<file path="config.mk">
export PLATFORM = sky130hd
export DESIGN_NAME = counter_bus_master
export DESIGN_NICKNAME = d
export VERILOG_FILES = /design/src/rtl/counter_bus_master.sv
export SDC_FILE = /design/constraint.sdc
export NUM_CORES = 1
export LEC_CHECK = 0
export CAP_MARGIN = 20
export CORE_MARGIN = 4
export CORE_UTILIZATION = 47
export CTS_BUF_LIST = sky130_fd_sc_hd__clkbuf_8
export DETAILED_ROUTE_END_ITERATION = 7
export PLACE_DENSITY = 0.78
export REMOVE_ABC_BUFFERS = 1
export SYNTH_ARGS = -nofsm -noshare
export SYNTH_HDL_FRONTEND = slang
export SYNTH_SLANG_ARGS = --single-unit
</file>
<file path="constraint.sdc">
create_clock -name sclk -period 2.4 [get_ports sclk]
set_clock_uncertainty 0.2 [all_clocks]
set_input_delay 0.24 -clock sclk [delete_from_list [all_inputs] [get_ports sclk]]
set_output_delay 0.24 -clock sclk [all_outputs]
set_load 0.05 [all_outputs]
</file>
<file path="src/rtl/counter_bus_master.sv">
// Host-side initiator for the counter peripheral strobe bus.
// It turns each valid/ready command into a timed csq/wrq/rdq sequence:
// SETUP -> STROBE -> HOLD -> RECOV, with every phase counted in sclk cycles.
module counter_bus_master #(
  parameter int unsigned SETUP_CYC   = 2,
  parameter int unsigned WR_STRB_CYC = 4,
  parameter int unsigned RD_STRB_CYC = 4,
  parameter int unsigned HOLD_CYC    = 2,
  parameter int unsigned RECOV_CYC   = 1
) (
  input  logic       sclk,
  input  logic       rst,
  input  logic       cmd_valid,
  output logic       cmd_ready,
  input  logic       cmd_write,
  input  logic [1:0] cmd_addr,
  input  logic [7:0] cmd_wdata,
  output logic       rsp_valid,
  output logic [7:0] rsp_rdata,
  output logic [1:0] abus,
  output logic       csq,
  output logic       wrq,
  output logic       rdq,
  output logic [7:0] dbus_o,
  output logic       dbus_oe,
  input  logic [7:0] dbus_i
);

  typedef enum logic [2:0] {
    IDLE,
    SETUP,
    STROBE,
    HOLD,
    RECOV
  } state_t;

  state_t      state;
  logic [15:0] cnt;
  logic        op_write;

  localparam logic [15:0] SETUP_LD = 16'(SETUP_CYC - 1);
  localparam logic [15:0] WR_LD    = 16'(WR_STRB_CYC - 1);
  localparam logic [15:0] RD_LD    = 16'(RD_STRB_CYC - 1);
  localparam logic [15:0] HOLD_LD  = 16'(HOLD_CYC - 1);
  localparam logic [15:0] RECOV_LD = 16'(RECOV_CYC - 1);

  // Ready is decoded from state so a command can be accepted in any IDLE cycle.
  assign cmd_ready = (state == IDLE);

  // Phase sequencer: each output is set on the edge that enters the phase it belongs to,
  // so the bus pins stay registered and never see cmd_* combinationally.
  always_ff @(posedge sclk or posedge rst) begin
    if (rst) begin
      state     <= IDLE;
      cnt       <= '0;
      op_write  <= 1'b0;
      abus      <= '0;
      csq       <= 1'b1;
      wrq       <= 1'b1;
      rdq       <= 1'b1;
      dbus_o    <= '0;
      dbus_oe   <= 1'b0;
      rsp_valid <= 1'b0;
      rsp_rdata <= '0;
    end else begin
      rsp_valid <= 1'b0;
      case (state)
        IDLE: begin
          if (cmd_valid) begin
            op_write <= cmd_write;
            abus     <= cmd_addr;
            csq      <= 1'b0;
            dbus_oe  <= cmd_write;
            if (cmd_write) dbus_o <= cmd_wdata;
            cnt      <= SETUP_LD;
            state    <= SETUP;
          end
        end
        SETUP: begin
          if (cnt == '0) begin
            wrq   <= ~op_write;
            rdq   <= op_write;
            cnt   <= op_write ? WR_LD : RD_LD;
            state <= STROBE;
          end else begin
            cnt <= cnt - 16'd1;
          end
        end
        STROBE: begin
          if (cnt == '0) begin
            wrq   <= 1'b1;
            rdq   <= 1'b1;
            cnt   <= HOLD_LD;
            state <= HOLD;
            // Capture happens while rdq is still low; the pulse then marks the first HOLD cycle.
            if (!op_write) begin
              rsp_rdata <= dbus_i;
              rsp_valid <= 1'b1;
            end
          end else begin
            cnt <= cnt - 16'd1;
          end
        end
        HOLD: begin
          if (cnt == '0) begin
            csq     <= 1'b1;
            dbus_oe <= 1'b0;
            cnt     <= RECOV_LD;
            state   <= RECOV;
          end else begin
            cnt <= cnt - 16'd1;
          end
        end
        RECOV: begin
          if (cnt == '0) begin
            state <= IDLE;
          end else begin
            cnt <= cnt - 16'd1;
          end
        end
        default: state <= IDLE;
      endcase
    end
  end

endmodule

</file>
==> run summary, run 1 <==
Io pins -> 46
# fillers -> 350
Clock Sink Count -> 43
Final Instance Count excl. Fillers -> 311
Wire per inst -> 15.0 um
Top post-synthesis cells by area -> dfrtp_1 47%, mux2_2 10%, dfstp_2 3.7%, nor2_1 3.2%, a21oi_1 2.6%
Number of global-route vias before repair -> 1714
Leakage -> 1.23 nW
Synth top area share -> 47.0%
Startpoint Class -> register
CTS tree -> yes
Post-synth ARST share -> 100%
Post-synth EDFFs -> 0
Peak supply drop -> 0.000880 V
Inserted Diodes -> 0
Final hold violations -> 0
Crit Path Class -> register to register
Clock Path Buffers -> 2
Slew at the pin closest to its max-slew limit -> 0.545 ns
Worst Path Required -> 2.38 ns
H-tree level count -> 2
Initial DRT Pass Iterations -> 4
Count of final setup violators -> 0
Syn Inst Count -> 193
Max Clk Rate -> 437 MHz
Final ANT Viol Nets -> 0
CP max FO -> 8
Slew Limit Headroom -> 63.7%
CTS buffer count -> 5
Detailed-route via count -> 1701
Syn Std Cell Area -> 0.00213 mm^2
First-pass GRT wire length -> 7640 um
Worst path arrival time -> 2.27 ns
Die Ht -> 75.3 um
IO buf count -> 45
Outcome -> finished, final reports clean
Min cycle time layout -> 2.29 ns
Crit path capture type -> register
Avg Cell Area, Syn -> 11.0 um^2
Top post-synthesis cells by count -> 40 x dfrtp_1, 19 x mux2_2, 18 x nor2_1
Max-Cap Viols -> 0
Initial antenna violation count -> 0
Die area -> 0.00567 mm^2
Sequential share of the synthesized area -> 50.7%
RD Place Congestion -> 0.815
Cell taking the most area after synthesis -> dfrtp_1
Post-CTS Hold Buffers -> 0
PD cells -> 1150 mW/mm^2
Ys flop type -> dfrtp_1
Placed Cells -> 299
Largest net degree at the start of global routing -> 44
Die Span X -> 75.3 um
Gr usage total -> 17.6%
Row count -> 24
Tcrit/Tclk final -> 95.3%
Worst-path clk slew -> 0.08 ns
Drt initial violations -> 77
Root Driver -> clkbuf_8
Most common cell in the synthesized netlist -> dfrtp_1
Post-DP HPWL -> 3410 um
Cell variety after synth -> 52
Min Hold Slack -> 0.178 ns
Via-to-Cell Ratio -> 5.47
Post-layout net count -> 282
Max-slew violation count -> 0
Yosys warning count -> 0
Type of the worst min-delay path -> input port to async pin
Core Region -> 0.00438 mm^2
Layout cells sized above 1 -> 27.0%
Overall Power -> 3.31 mW
FF+latch count, synth -> 43
Routed WL -> 4680 um
Grt total ovfl -> 0
Worst-skew pair later-pin latency -> 0.29 ns
Initial Utilization -> 48.6%
DRC viols -> 0
Area Growth Syn to Fin -> 34.9%
[kinds of logic (layout without fill, tap and decap cells)]
kind of cell / count (synthesis) / in the layout / synth area share [%]
adder cells (fa/ha/maj): 3 / 3 / 1.64
buffers and inverters: 12 / 78 / 2.41
AO/OA/AOI/OAI: 30 / 30 / 9.34
flip-flops: 43 / 43 / 50.7
XOR/XNOR: 10 / 10 / 4.11
multiplexers: 20 / 20 / 10.5
AND/OR/NAND/NOR: 75 / 75 / 21.3
[routing by layer]
layer	GRT usage (%)	share of wire, %	up-vias
met2	30.6	50	39
met1	20.7	42	824
met3	6.20	6.4	5
li1	-	-	833
met4	4.47	0.86	0
met5	0	0	-
[flip-flops by register name (all words and copies together) (netlist names), 2 cells and up]
name and flops:
cnt 16, rsp_rdata 8, dbus_o 8, state 3, abus 2
[cell usage in the layout, fill, tap and decap left out, types with 2 or more instances in the layout]
cell type and count:
mux2_2 19, a21oi_1 10, a211oi_1 2, o21ai_0 3
clkbuf_8 6, nor4_4 2, o21a_1 2, nand3_2 2
dfrtp_1 39, dfstp_2 3, or2_2 2, clkdlybuf4s50_1 44
ha_1 2, inv_1 3, nor2_1 18, nand3b_1 2
nor4b_1 3, inv_2 2, xor2_1 4, nand2_1 9
xnor2_1 6, nand4_1 3, buf_4 21, nor4_1 4
nor3_1 11, and3_1 2, nand3_1 5
[worst paths after layout]
path / startpoint / to / slack, ns / depth (start not counted)
min: rst / rsp_rdata[1] / 0.18 / 3
min reg2reg: rsp_rdata[0] / rsp_rdata[0] / 0.31 / 1
max in group asynchronous: rst / cnt[3] / 1.42 / 3
max: cnt[1] / rsp_rdata[3] / 0.11 / 6
min in group sclk: rsp_rdata[0] / rsp_rdata[0] / 0.31 / 1
max reg2reg: cnt[1] / rsp_rdata[3] / 0.11 / 6
[report_power, final]
group          internal [mW]  switching (mW)
Clock                  0.228           0.237
Combinational          0.680           0.919
Sequential             0.996           0.246
Total                   1.90            1.40
[repair_timing]
action                     in CTS  in global routing
resized for setup               0                  8
buffers inserted                0                  4
setup endpoints to repair       0                 22
[area by class of cell]
class / instances / area [um^2] / area share, %
Clock buffer: 6 / 82.6 / 2.87
Clock inverter: 2 / 8.76 / 0.305
Inverter: 5 / 18.8 / 0.653
Multi-Input combinational cell: 138 / 1020 / 35.5
Sequential cell: 43 / 1080 / 37.6
Tap cell: 52 / 65.1 / 2.26
Timing Repair Buffer: 65 / 598 / 20.8
[worst max-delay path, stage by stage (launching register included)]
cell and delay [ns]:
dfrtp_1 0.41, inv_2 0.09, ha_1 0.13, or4b_4 0.48, nor2_4 0.20, nand3_1 0.31, mux2_2 0.38
[through the flow]
step	util, %	setup WS [ns]	setup TNS, ns	cell area (um^2)
finish	65.6	0.113	0	2870
global route	65.6	-0.00501	-0.0110	2870
CTS	64.4	0.0172	0	2820
detailed placement	62.3	0.0354	0	2730
global placement	62.3	0.114	0	2730
floorplan	-	-0.640	-13.03	2100
No activity file was read; power rests on OpenSTA's default activity.
==> run 2: changes to the inputs <==
--- a/config.mk
+++ b/config.mk
@@ -6,7 +6,6 @@
 export NUM_CORES = 1
 export LEC_CHECK = 0
 export CAP_MARGIN = 20
-export CORE_MARGIN = 4
 export CORE_UTILIZATION = 47
 export CTS_BUF_LIST = sky130_fd_sc_hd__clkbuf_8
 export DETAILED_ROUTE_END_ITERATION = 7
==> run 2 against run 1 <==
Compared with the run above: power is 6.3% higher; register-to-register slack about the same; critical path type unchanged; hold slack got worse by 0.0070 ns; first-iteration DRC count did not move; fmax decreased by 0.65%; critical endpoint is now cnt[15]; clock power rose by 45%.
==> run summary, run 2 (synthesis results as in run 1) <==
Crit path from -> cnt[11]
Peak supply drop -> 0.000898 V (+2.0%)
CP max stage cell -> or4_4
Post-layout net count -> 281 (-0.35%)
Layout cells sized above 1 -> 26.7% (-0.28 points)
Wire per inst -> 15.4 um (+2.4%)
Initial Utilization -> 48.9% (+0.34 points)
IO buf count -> 45 (unchanged)
Routed WL -> 4770 um (+2.0%)
Gr usage total -> 21.5% (+3.9 points)
Largest register FFs -> 16 (unchanged)
Biggest regs -> cnt (16), dbus_o (8), rsp_rdata (8)
Count of final setup violators -> 0 (unchanged)
Tcrit/Tclk final -> 95.9% (+0.62 points)
Max-slew violation count -> 0 (unchanged)
Io pins -> 46 (unchanged)
Worst-skew pair later-pin latency -> 0.30 ns (about the same)
Slew Limit Headroom -> 62.5% (-1.2 points)
Switching Share -> 40.5% (-1.9 points)
Via-to-Cell Ratio -> 5.63 (+2.9%)
Inserted Diodes -> 0 (unchanged)
Die Span X -> 69.3 um (-8.0%)
Min cycle time layout -> 2.30 ns (+0.0150 ns)
Leakage -> 1.22 nW (-0.78%)
Worst R2R Start -> cnt[11]
Most common cell after layout, fill and taps aside -> clkdlybuf4s50_1
Die area -> 0.00481 mm^2 (-15%)
Worst-path clk slew -> 0.08 ns (about the same)
CTS tree -> yes
Clock Sink Count -> 43 (unchanged)
Clock share of power -> 19.2% (+5.1 points)
Grt total ovfl -> 0 (unchanged)
Core Region -> 0.00435 mm^2 (-0.68%)
Most flop-heavy register -> cnt
Internal power -> 2.09 mW (+9.8%)
Final worst setup slack -> 0.0984 ns (-0.0150 ns)
DRC viols -> 0 (unchanged)
Initial antenna violation count -> 0 (unchanged)
Clock Path Buffers -> 2 (unchanged)
First-pass GRT wire length -> 8260 um (+8.1%)
Die Ht -> 69.3 um (-8.0%)
Post-DP HPWL -> 3360 um (-1.6%)
Largest net degree at the start of global routing -> 44 (unchanged)
H-tree level count -> 2 (unchanged)
Type of the worst min-delay path -> input port to async pin
Initial DRT Pass Iterations -> 4 (unchanged)
Combinational Power Share -> 45.2% (-3.2 points)
Number of global-route vias before repair -> 1845 (+7.6%)
CP max FO -> 5 (-3)
Sequential share of power -> 35.6% (-2.0 points)
RD Place Congestion -> 0.847 (+4.0%)
Final ANT Viol Nets -> 0 (unchanged)
Max-Cap Viols -> 0 (unchanged)
Root Driver -> clkbuf_8
Crit Path Class -> register to register
Net switching power -> 1.42 mW (+1.6%)
Row count -> 24 (unchanged)
Pre-CTS setup slack -> 0.0251 ns (-0.0103 ns)
Startpoint Class -> register
Crit path capture type -> register
CTS buffer count -> 5 (unchanged)
Worst path arrival time -> 2.33 ns (+0.06 ns)
PD cells -> 1210 mW/mm^2 (+5.1%)
Area Growth Syn to Fin -> 36.4%
Final hold violations -> 0 (unchanged)
Commonest cells after routing, fill and taps aside -> 44 x clkdlybuf4s50_1, 38 x dfrtp_1, 20 x buf_4
Crit-path cells -> nor4_4 > nand3_2 > or4_4 > or3_1 > a21oi_2
Min Hold Slack -> 0.171 ns (-0.00695 ns)
Slew at the pin closest to its max-slew limit -> 0.563 ns (+0.0179 ns)
Detailed-route via count -> 1745 (+2.6%)
Worst Path Required -> 2.43 ns (+0.05 ns)
Max Clk Rate -> 434 MHz (-0.65%)
Drt initial violations -> 77 (unchanged)
Outcome -> finished, final reports clean
CP max stage delay -> 0.55 ns (+0.07 ns)
run 2: worst max-delay path: cells and delay by family (launching register included):
| kind | cells | cell delay, ns |
|---|---|---|
| simple gates | 4 | 1.48 |
| compound gates | 1 | 0.14 |
| flops | 1 | 0.42 |
run 2: final timing paths:
| kind | cells past startpoint | slack [ns] | to |
|---|---|---|---|
| min in group sclk | 1 | 0.31 | rsp_rdata[5] |
| max | 5 | 0.1 | cnt[15] |
| min reg2reg | 1 | 0.31 | rsp_rdata[5] |
| min | 3 | 0.17 | rsp_rdata[4] |
| max reg2reg | 5 | 0.1 | cnt[15] |
| max in group asynchronous | 3 | 1.40 | cnt[5] |
run 2: what timing repair did:
item | CTS | global route
setup endpoints to repair | 1 | 27
gates resized for setup | 0 | 6
buffers inserted | 3 | 2
pin swaps | 1 | 4
hold buffers | 0 | 0
cloned | 0 | 0
run 2: cell type report:
| class | instances | area, um^2 |
|---|---|---|
| clock buffer | 5 | 68.8 |
| clock inverter | 3 | 67.6 |
| fill | 350 | 1450 |
| inverter | 5 | 18.8 |
| multi-input combinational | 138 | 1010 |
| sequential | 43 | 1080 |
| tap | 52 | 65.1 |
| timing repair buffer | 64 | 591 |
run 2: per-stage QoR:
stage	TNS (ns)	std cells	power (mW)	instance area, um^2	utilization, %
floorplan	-13.03	186	2.25	2100	-
global placement	0	297	2.71	2720	62.4
detailed placement	0	297	2.76	2720	62.4
CTS	0	308	3.48	2880	66.0
global route	-0.0109	310	3.72	2910	66.8
finish	0	310	3.51	2910	66.8
run 2: power by group through the flow:
stage | registers (mW) | logic [mW] | clock network (mW)
after floorplan | 1.64 | 0.616 | 0
after global placement | 1.24 | 1.47 | 0
after detailed placement | 1.25 | 1.50 | 0
after CTS | 1.24 | 1.55 | 0.685
after global routing | 1.29 | 1.71 | 0.711
final | 1.25 | 1.59 | 0.674
run 2: layer usage:
layer | up-vias | track usage (%) | wire length [um]
met4 | 0 | 6.12 | 82
met1 | 859 | 26.3 | 2010
met3 | 10 | 7.27 | 261
li1 | 826 | - | -
met5 | - | 0 | 0
met2 | 50 | 36.1 | 2420
==> run 3: changes to the inputs <==
--- a/config.mk
+++ b/config.mk
@@ -6,11 +6,12 @@
 export NUM_CORES = 1
 export LEC_CHECK = 0
 export CAP_MARGIN = 20
-export CORE_UTILIZATION = 47
+export CORE_UTILIZATION = 50
 export CTS_BUF_LIST = sky130_fd_sc_hd__clkbuf_8
 export DETAILED_ROUTE_END_ITERATION = 7
-export PLACE_DENSITY = 0.78
+export PLACE_DENSITY = 0.79
 export REMOVE_ABC_BUFFERS = 1
+export SLEW_MARGIN = 20
 export SYNTH_ARGS = -nofsm -noshare
 export SYNTH_HDL_FRONTEND = slang
 export SYNTH_SLANG_ARGS = --single-unit
==> constraint.sdc (replaced) <==
create_clock -name sclk -period 2.8 [get_ports sclk]
set_clock_uncertainty 0.2 [all_clocks]
set_input_delay 0.28 -clock sclk [delete_from_list [all_inputs] [get_ports sclk]]
set_output_delay 0.28 -clock sclk [all_outputs]
set_load 0.05 [all_outputs]
==> run 3 against run 2 <==
Compared with the run above: setup slack improved by 0.018 ns; combinational power shrank 24%; via count down 6.1%; wire length is 12% lower; non-clock buffer count fell by 16; critical path type is now register to primary output; largest power group unchanged; register-to-register slack improved by 0.13 ns; core utilization grew 0.25 points; design area shrank 6.5%; power is 24% lower; first-iteration DRC count increased by 3.9%; largest cell class unchanged; global-route usage is 0.39 points lower; cell count decreased by 5.8%.
==> run summary, run 3 (synthesis results as in run 1) <==
Post-DP HPWL -> 3050 um (-9.2%)
Combinational Power Share -> 45.2% (about the same)
Leakage -> 1.13 nW (-7.6%)
Die area -> 0.00453 mm^2 (-5.8%)
Initial antenna violation count -> 0 (unchanged)
Max-Cap Viols -> 0 (unchanged)
Slew at the pin closest to its max-slew limit -> 0.533 ns (-0.0293 ns)
Crit Path Class -> register to primary output
Outcome -> finished, final reports clean
Sequential share of power -> 40.4% (+4.8 points)
Clock Sink Count -> 43 (unchanged)
Reg-to-reg slack, setup -> 0.23 ns (+0.13 ns)
IO buf count -> 45 (unchanged)
Type of the worst min-delay path -> input port to async pin
CP max stage delay -> 0.89 ns (+0.34 ns)
Switching Share -> 43.3% (+2.8 points)
Min Hold Slack -> 0.212 ns (+0.0412 ns)
Worst R2R Start -> cnt[0]
Gr usage total -> 21.1% (-0.39 points)
Die Span X -> 67.3 um (-3.0%)
Core Region -> 0.00406 mm^2 (-6.8%)
Post-layout net count -> 265 (-5.7%)
Overall Power -> 2.67 mW (-24%)
Initial DRT Pass Iterations -> 4 (unchanged)
Initial Utilization -> 52.5% (+3.6 points)
Worst-path clk slew -> 0.08 ns (about the same)
Inserted Diodes -> 0 (unchanged)
Most common cell after layout, fill and taps aside -> clkdlybuf4s50_1
CP max FO -> 16 (+11)
Count of final setup violators -> 0 (unchanged)
Clock share of power -> 14.4% (-4.8 points)
Post-CTS Hold Buffers -> 0 (unchanged)
Clock Path Buffers -> 2 (unchanged)
Layout cells sized above 1 -> 18.6% (-8.1 points)
Post_cts resized -> 0 (unchanged)
Biggest regs -> cnt (16), dbus_o (8), rsp_rdata (8)
Slew Limit Headroom -> 64.2% (+1.7 points)
Max Clk Rate -> 373 MHz
RD Place Congestion -> 0.831 (-2.0%)
Most flop-heavy register -> cnt
Largest register FFs -> 16 (unchanged)
Final ANT Viol Nets -> 0 (unchanged)
Io pins -> 46 (unchanged)
Area Growth Syn to Fin -> 27.6%
Commonest cells after routing, fill and taps aside -> 45 x clkdlybuf4s50_1, 40 x dfrtp_1, 19 x mux2_2
Number of global-route vias before repair -> 1536 (-17%)
DRC viols -> 0 (unchanged)
Startpoint Class -> register
CP delay by family, top -> buffers and inverters
RSZ-0062 raised after global routing -> no
Worst path arrival time -> 2.20 ns (-0.13 ns)
First-pass GRT wire length -> 7070 um (-14%)
Root Driver -> clkbuf_8
Max-slew violation count -> 0 (unchanged)
Die Ht -> 67.3 um (-3.0%)
CTS buffer count -> 5 (unchanged)
Peak supply drop -> 0.000748 V (-17%)
Worst path bufs/invs -> 1 (+1)
Internal power -> 1.52 mW (-27%)
Wire per inst -> 14.3 um (-6.8%)
Worst r2r dst -> cnt[0]
Row count -> 23 (-4.2%)
Worst Reg2Reg Path Length in Cells -> 7 (+2)
CP max stage cell -> clkdlybuf4s50_1
Drt initial violations -> 80 (+3.9%)
Grt total ovfl -> 0 (unchanged)
Final hold violations -> 0 (unchanged)
Tcrit/Tclk final -> 95.9%
Routed WL -> 4190 um (-12%)
Largest net degree at the start of global routing -> 44 (unchanged)
Via-to-Cell Ratio -> 5.61 (-0.28%)
Detailed-route via count -> 1639 (-6.1%)
Worst-skew pair later-pin latency -> 0.30 ns (about the same)
Crit-path cells -> nor3_1 > clkdlybuf4s50_1
Post-CTS Setup Bufs -> 0 (-3)
Worst Path Required -> 2.32 ns (-0.11 ns)
CTS tree -> yes
Min cycle time layout -> 2.68 ns
Crit path capture type -> primary output
PD cells -> 983 mW/mm^2 (-19%)
Net switching power -> 1.16 mW (-19%)
H-tree level count -> 2 (unchanged)
==> run 3: worst register-to-register path: stages (launching register included) <==
cell and delay (ns):
dfrtp_1 0.41, inv_1 0.14, ha_1 0.16, or4b_1 0.51, nor2_4 0.22, nand2_2 0.17
maj3_1 0.38, a221oi_1 0.29
==> run 3: power by group through the flow <==
| stage | logic, mW | clock network, mW | registers, mW |
|---|---|---|---|
| after floorplan | 0.528 | 0 | 1.40 |
| after global placement | 1.20 | 0 | 1.09 |
| after detailed placement | 1.21 | 0 | 1.09 |
| after CTS | 1.21 | 0.397 | 1.08 |
| after global routing | 1.30 | 0.422 | 1.11 |
| final | 1.21 | 0.384 | 1.08 |
==> run 3: metrics by stage <==
| step | cells | TNS (ns) | area, um^2 | util [%] | worst slack (ns) |
|---|---|---|---|---|---|
| 3_3_place_gp | 284 | 0 | 2630 | 64.9 | 0.370 |
| 6_report | 292 | 0 | 2720 | 67.0 | 0.116 |
| 4_1_cts | 292 | 0 | 2720 | 67.0 | 0.126 |
| 5_1_grt | 292 | 0 | 2720 | 67.0 | 0.0181 |
| 2_1_floorplan | 186 | -2.83 | 2100 | - | -0.240 |
| 3_5_place_dp | 284 | 0 | 2630 | 64.9 | 0.258 |
==> run 3: how the worst max path moves through the flow <==
stage,from,endpoint,slack [ns],depth (start not counted)
after global placement,cnt[0],cnt[0],0.37,7
after global routing,state[0],cmd_ready,0.02,2
after detailed placement,cnt[0],cnt[0],0.26,7
after floorplan,state[0],dbus_o[0],-0.24,3
final,state[0],cmd_ready,0.12,2
after CTS,state[0],cmd_ready,0.13,2
==> run 3: layout make-up <==
cell class / count / area, um^2
clock buffer: 5 / 68.8
clock inverter: 3 / 16.3
fill: 312 / 1340
inverter: 5 / 18.8
multi-input combinational: 138 / 1000
sequential: 43 / 1080
tap: 50 / 62.6
timing repair buffer: 48 / 473
==> run 3: per-layer routing <==
| layer | up-vias | global-route usage (%) | wire length [um] |
|---|---|---|---|
| met5 | - | 0 | 0 |
| met4 | 0 | 6.38 | 51 |
| met2 | 41 | 33.0 | 1880 |
| li1 | 803 | - | - |
| met1 | 789 | 26.5 | 1930 |
| met3 | 6 | 8.95 | 333 |
